<file path="src/rtl/packet_receiver.sv">
`default_nettype none
// ============================================================================
// Module   : packet_receiver
// Purpose  : UART 8N1 receiver that gathers PACKET_SIZE bytes into one wide
//            packet word, with an inter-byte timeout and framing-error
//            recovery so partial or corrupt frames never reach the consumer.
// Revision : 1.0 - initial release
// ============================================================================
module packet_receiver #(
  parameter int unsigned CLKS_PER_BIT = 104,
  parameter int unsigned PACKET_SIZE  = 16'd9,
  parameter int unsigned TIMEOUT_CLKS = 32'd12000
) (
  input  logic                     hwclk,
  input  logic                     rst,
  input  logic                     rxd,
  output logic [8*PACKET_SIZE-1:0] packet,
  output logic                     valid,
  output logic                     busy,
  output logic                     frame_err,
  output logic                     timeout
);

  localparam int            CW        = $clog2(CLKS_PER_BIT);
  localparam int            PW        = 8 * PACKET_SIZE;
  localparam logic [CW-1:0] MID       = CW'(CLKS_PER_BIT / 2);
  localparam logic [CW-1:0] LAST      = CW'(CLKS_PER_BIT - 1);
  localparam logic [15:0]   LAST_BYTE = 16'(PACKET_SIZE - 1);

  typedef enum logic [2:0] {
    IDLE  = 3'd0,
    START = 3'd1,
    DATA  = 3'd2,
    STOP  = 3'd3,
    BREAK = 3'd4
  } state_t;

  state_t          state;
  logic            rx_meta;
  logic            rx_s;
  logic [CW-1:0]   bit_cnt;
  logic [2:0]      bit_idx;
  logic [7:0]      shift_byte;
  logic [15:0]     byte_count;
  logic [31:0]     idle_cnt;
  logic [PW-1:0]   stage;
  logic [PW-1:0]   stage_next;

  // The staging buffer shifts left one byte per committed byte, so after a
  // full packet the first byte sits in the MSB byte and the last in [7:0].
  // Stale bytes from a discarded partial packet are pushed out entirely by
  // the next PACKET_SIZE bytes, so no explicit clear is needed.
  generate
    if (PACKET_SIZE > 1) begin : g_multi_byte
      assign stage_next = {stage[PW-9:0], shift_byte};
    end else begin : g_single_byte
      assign stage_next = shift_byte;
    end
  endgenerate

  // Busy whenever a byte is in flight or a partial packet is held.
  assign busy = (state != IDLE) || (byte_count != 16'd0);

  // Two-flop synchroniser for the asynchronous line; idles high.
  always_ff @(posedge hwclk) begin
    if (rst) begin
      rx_meta <= 1'b1;
      rx_s    <= 1'b1;
    end else begin
      rx_meta <= rxd;
      rx_s    <= rx_meta;
    end
  end

  // Receive state machine: bit timing, byte assembly, packet commit and the
  // timeout / framing-error recovery paths.
  always_ff @(posedge hwclk) begin
    if (rst) begin
      state      <= IDLE;
      bit_cnt    <= '0;
      bit_idx    <= 3'd0;
      shift_byte <= 8'd0;
      byte_count <= 16'd0;
      idle_cnt   <= 32'd0;
      stage      <= '0;
      packet     <= '0;
      valid      <= 1'b0;
      frame_err  <= 1'b0;
      timeout    <= 1'b0;
    end else begin
      valid     <= 1'b0;
      frame_err <= 1'b0;
      timeout   <= 1'b0;
      case (state)
        IDLE: begin
          if (!rx_s) begin
            state    <= START;
            bit_cnt  <= '0;
            idle_cnt <= 32'd0;
          end else if (byte_count != 16'd0) begin
            if (idle_cnt + 32'd1 == TIMEOUT_CLKS) begin
              byte_count <= 16'd0;
              timeout    <= 1'b1;
              idle_cnt   <= 32'd0;
            end else begin
              idle_cnt <= idle_cnt + 32'd1;
            end
          end
        end
        START: begin
          if (bit_cnt == MID) begin
            // A line that is high again at mid-start-bit was only a glitch.
            if (rx_s) begin
              state <= IDLE;
            end else begin
              state   <= DATA;
              bit_idx <= 3'd0;
              bit_cnt <= '0;
            end
          end else begin
            bit_cnt <= bit_cnt + 1'b1;
          end
        end
        DATA: begin
          if (bit_cnt == LAST) begin
            bit_cnt             <= '0;
            shift_byte[bit_idx] <= rx_s;
            bit_idx             <= bit_idx + 3'd1;
            if (bit_idx == 3'd7) begin
              state <= STOP;
            end
          end else begin
            bit_cnt <= bit_cnt + 1'b1;
          end
        end
        STOP: begin
          if (bit_cnt == LAST) begin
            bit_cnt <= '0;
            if (rx_s) begin
              // Back to IDLE right away so a back-to-back start bit is seen.
              stage <= stage_next;
              state <= IDLE;
              if (byte_count == LAST_BYTE) begin
                packet     <= stage_next;
                valid      <= 1'b1;
                byte_count <= 16'd0;
              end else begin
                byte_count <= byte_count + 16'd1;
              end
            end else begin
              frame_err  <= 1'b1;
              byte_count <= 16'd0;
              state      <= BREAK;
            end
          end else begin
            bit_cnt <= bit_cnt + 1'b1;
          end
        end
        BREAK: begin
          // Hold off until the line returns high so a break yields no bytes.
          if (rx_s) begin
            state <= IDLE;
          end
        end
        default: state <= IDLE;
      endcase
    end
  end

endmodule
`default_nettype wire

</file>
<file path="config.mk">
export PLATFORM = sky130hd
export DESIGN_NAME = packet_receiver
export DESIGN_NICKNAME = d
export VERILOG_FILES = /design/src/rtl/packet_receiver.sv
export SDC_FILE = /design/constraint.sdc
export NUM_CORES = 1
export LEC_CHECK = 0
export BUFFER_PORTS_ARGS = -buffer_cell sky130_fd_sc_hd__buf_2
export CORE_ASPECT_RATIO = 0.7
export CORE_MARGIN = 10
export CORE_UTILIZATION = 55
export CTS_CLUSTER_SIZE = 40
export DETAILED_ROUTE_END_ITERATION = 8
export GPL_ROUTABILITY_DRIVEN = 0
export GPL_TIMING_DRIVEN = 0
export HOLD_SLACK_MARGIN = 0.1
export PLACE_DENSITY = 0.74
export SYNTH_ARGS = -nofsm -noshare
export SYNTH_HDL_FRONTEND = slang
export SYNTH_SLANG_ARGS = --single-unit
</file>
<file path="constraint.sdc">
create_clock -name hwclk -period 3.2 [get_ports hwclk]
set_input_delay 0.64 -clock hwclk [delete_from_list [all_inputs] [get_ports hwclk]]
set_output_delay 0.64 -clock hwclk [all_outputs]
set_load 0.05 [all_outputs]
</file>
==> results_dict.tcl <==
set metrics [dict create \
    insertedDiodeCount 0 \
    layout.cells.most_common "nand2_1" \
    finalHoldViolations 0 \
    drc_errors 0 \
    power.share.combinational_pct 1.9 \
    wl_per_cell_um 16.6 \
    max_freq_ghz 0.324 \
    yosysWarnings 0 \
    crit_path_max_fanout 10 \
    firstDrtPassIters 5 \
    worst-endpoint-required_ps 3580 \
    seq_power_share_pct 49.7 \
    multiplexer_share_of_the_synthesized_area_pct 1.09 \
    clock_insertion_delay_worst_skew_ps 500 \
    synthesized_flop_and_latch_total 210 \
    final_min_period_over_clock_period_pct 96.5 \
    clock_sink_count 210 \
    worst_hold_path_type "in2reg" \
    crit_path_end_kind "flip-flop" \
    headroom_to_the_max_slew_limit_pct 36.6 \
    synth_nets 1209 \
    h-tree-depth 1 \
    crit_path_launch_type "flip-flop" \
    post_synth_and_or_nand_nor_area_fraction_pct 28.7 \
    synth_flop_cell "dfxtp_1" \
    placement.cell_area_mm2 0.00989 \
    initial_utilization_pct 56.2 \
    dpl.hpwl_um 18000 \
    grt_first_pass_wirelength_um 41100 \
    route.vias.total 8865 \
    number_of_enable_flip_flop_cells_after_synthesis 0 \
    power.ir.vdd_worst_mv 0.393 \
    top_library_cells_by_usage_in_the_layout_fill_and_taps_aside "353 x nand2_1, 209 x dfxtp_1, 162 x a21oi_1, 94 x buf_2, 61 x clkbuf_1" \
    fp.dieW_um 175 \
    cts.root.buffer_cell "clkbuf_16" \
    cellLeakagePower_nw 3.77 \
    area.growth.synth_to_final_pct 16.5 \
    register_area_mm2 0.00421 \
    synth_cells 1199 \
    synth-compound-area-share_pct 17.2 \
    number_of_i_o_port_buffers 77 \
    cts.clk_slew.worst_paths_ps 60 \
    design.portCount 79 \
    cts_inserted_buffers 21 \
    timing_worst_slew_pin_value_ps 943 \
    syn_area_mm2 0.00922 \
    cellPowerDensity_mw_per_mm2 491 \
    multi_input_comb_area_mm2 0.00467 \
    timing.final.max_slew_violations 0 \
    synth.avg_cell_area_um2 7.69 \
    final_core_utilization_pct 65.5 \
    fin_worst_skew_ps 12.4 \
    power_report.internal_total_mw 4.16 \
    path_class "reg2reg" \
    synth_top_family_by_area "simple AND/OR/NAND/NOR gates" \
    run_status "complete, no violations" \
    timing.critical_path.arrival_ps 3470 \
    dieArea_mm2 0.0224 \
    timing.final.crit_period_ps 3090 \
    num-nets-final 1312 \
    place.detailed.instances 1501 \
    fill_cells 1467 \
    switching_share_of_power_pct 21.0 \
    wirelength_um 25600 \
    post_synthesis_share_of_cell_area_spent_on_full_adders_half_adders_and_majority_gates_pct 0.950 \
    core_region_mm2 0.0164 \
    overall_overflow_remaining_after_global_route 0 \
    detail_route.iter0.violations 977 \
    synth_cell_type_count 71 \
    synth_xor_xnor_area_share_pct 1.52 \
    final_layout_size_suffix_gt1_share_pct 13.8 \
    antenna_found_initial 0 \
    setup_tns_ps 0 \
    std_cell_rows 39 \
    ys_async_sr_fraction_pct 0 \
    antenna_nets_post_route 0 \
    grt_start_max_net_pins 15 \
    grt_util_all_layers_pct 21.7 \
    cts_tree "done" \
    cap_viol_max_count 0 \
    switching_power_mw 1.11 \
    die_height_um 128 \
    post_layout_nonfiller_instances 1541 \
    setup-violations-final 0 \
    number_of_global_route_vias_before_repair 7905 \
    clock_power_share_pct 48.4 \
    cts_buffer_depth 3 \
    finish.instance_area_mm2 0.0107 \
    viasPerCell 5.75 \
    seq_total_area_yosys_pct 45.6 \
    cts-hold-fix-buffers 0 \
]
-- kinds of logic after synthesis --
group | count (synthesis)
simple gates | 582
compound gates | 271
flops | 210
buf+inv | 103
xor+xnor | 16
mux | 10
fa+ha+maj | 7
-- worst max-delay path, stage by stage (launching register included) --
cell and delay [ps]:
dfxtp_1 310, buf_2 190, nand3_2 190, nor2_1 470
nand3_2 270, mux2i_2 310, nand4b_1 140, buf_4 190
nor3_4 340, buf_6 220, nor3_1 70, a221o_1 280
-- cell usage after synthesis, drive strengths merged, types with 4 or more instances --
cell	n	share of area [%]
or2	9	0.61
and3	10	0.68
xnor2	11	1.0
o21bai	4	0.33
a31oi	10	0.68
a211oi	6	0.54
nor2	57	2.3
nand2	354	14
buf	28	1.8
o211ai	6	0.49
ha	7	0.95
a21oi	162	8.8
nor3	23	1.3
o21ai	32	1.7
dfxtp	210	46
a21o	6	0.49
mux2i	10	1.1
and2	4	0.27
o31ai	8	0.71
nand3	34	2.0
inv	12	0.49
nor4	25	1.9
nor3b	4	0.33
clkbuf	63	2.6
o31a	4	0.38
or3	7	0.48
nor4b	5	0.48
and4	6	0.57
nand4	31	2.2
xor2	5	0.48
-- layout make-up --
class	count	area share (%)
Sequential cell	210	39.1
Clock buffer	29	5.82
Clock inverter	8	0.920
Multi-Input combinational cell	886	43.4
Tap cell	225	2.62
Timing Repair Buffer	80	3.80
Inverter	12	0.419
Buffer	91	3.83
-- repair_timing --
| action | 4_1_cts | 5_1_grt |
|---|---|---|
| buffers inserted | 0 | 3 |
| resized for setup | 4 | 23 |
| pin swaps | 0 | 2 |
| endpoints found under the setup margin | 22 | 183 |
-- power groups by stage --
stage / clock (mW) / sequential, mW / combinational, mW
finish: 2.55 / 2.62 / 0.100
global route: 2.69 / 2.62 / 0.108
CTS: 2.59 / 2.62 / 0.0963
detailed placement: 0 / 2.68 / 0.0955
global placement: 0 / 2.68 / 0.0952
floorplan: 0 / 2.68 / 0.0626
-- flip-flops by register name, indices dropped and copies added (netlist names) --
register and cells:
frame_err 1, stage 64, packet 72, bit_idx 3
valid 1, bit_cnt 7, byte_count 16, state 3
shift_byte 8, idle_cnt 32, rx_s 1, rx_meta 1
timeout 1
-- metal layers --
metal,wire (µm),vias up,track usage [%]
met1,12700,4106,33.1
met3,2080,40,4.21
met2,10500,354,30.9
li1,-,4365,-
met5,0,-,0
met4,405,0,4.37
-- through the flow --
stage	power (mW)	hold WS, ps	setup WS [ps]
after global routing	5.41	317	-22.7
final	5.27	320	111
after detailed placement	2.77	397	-94.9
after global placement	2.77	392	-415
after floorplan	2.74	389	591
after CTS	5.31	309	4.19
-- final timing paths --
check,from,to,slack (ps),cells past startpoint
max reg2reg,idle_cnt[10],idle_cnt[27],110,11
min,rxd,rx_meta,320,2
min reg2reg,rx_meta,rx_s,410,1
max,idle_cnt[10],idle_cnt[27],110,11
Power figures use the tool's default switching activity.
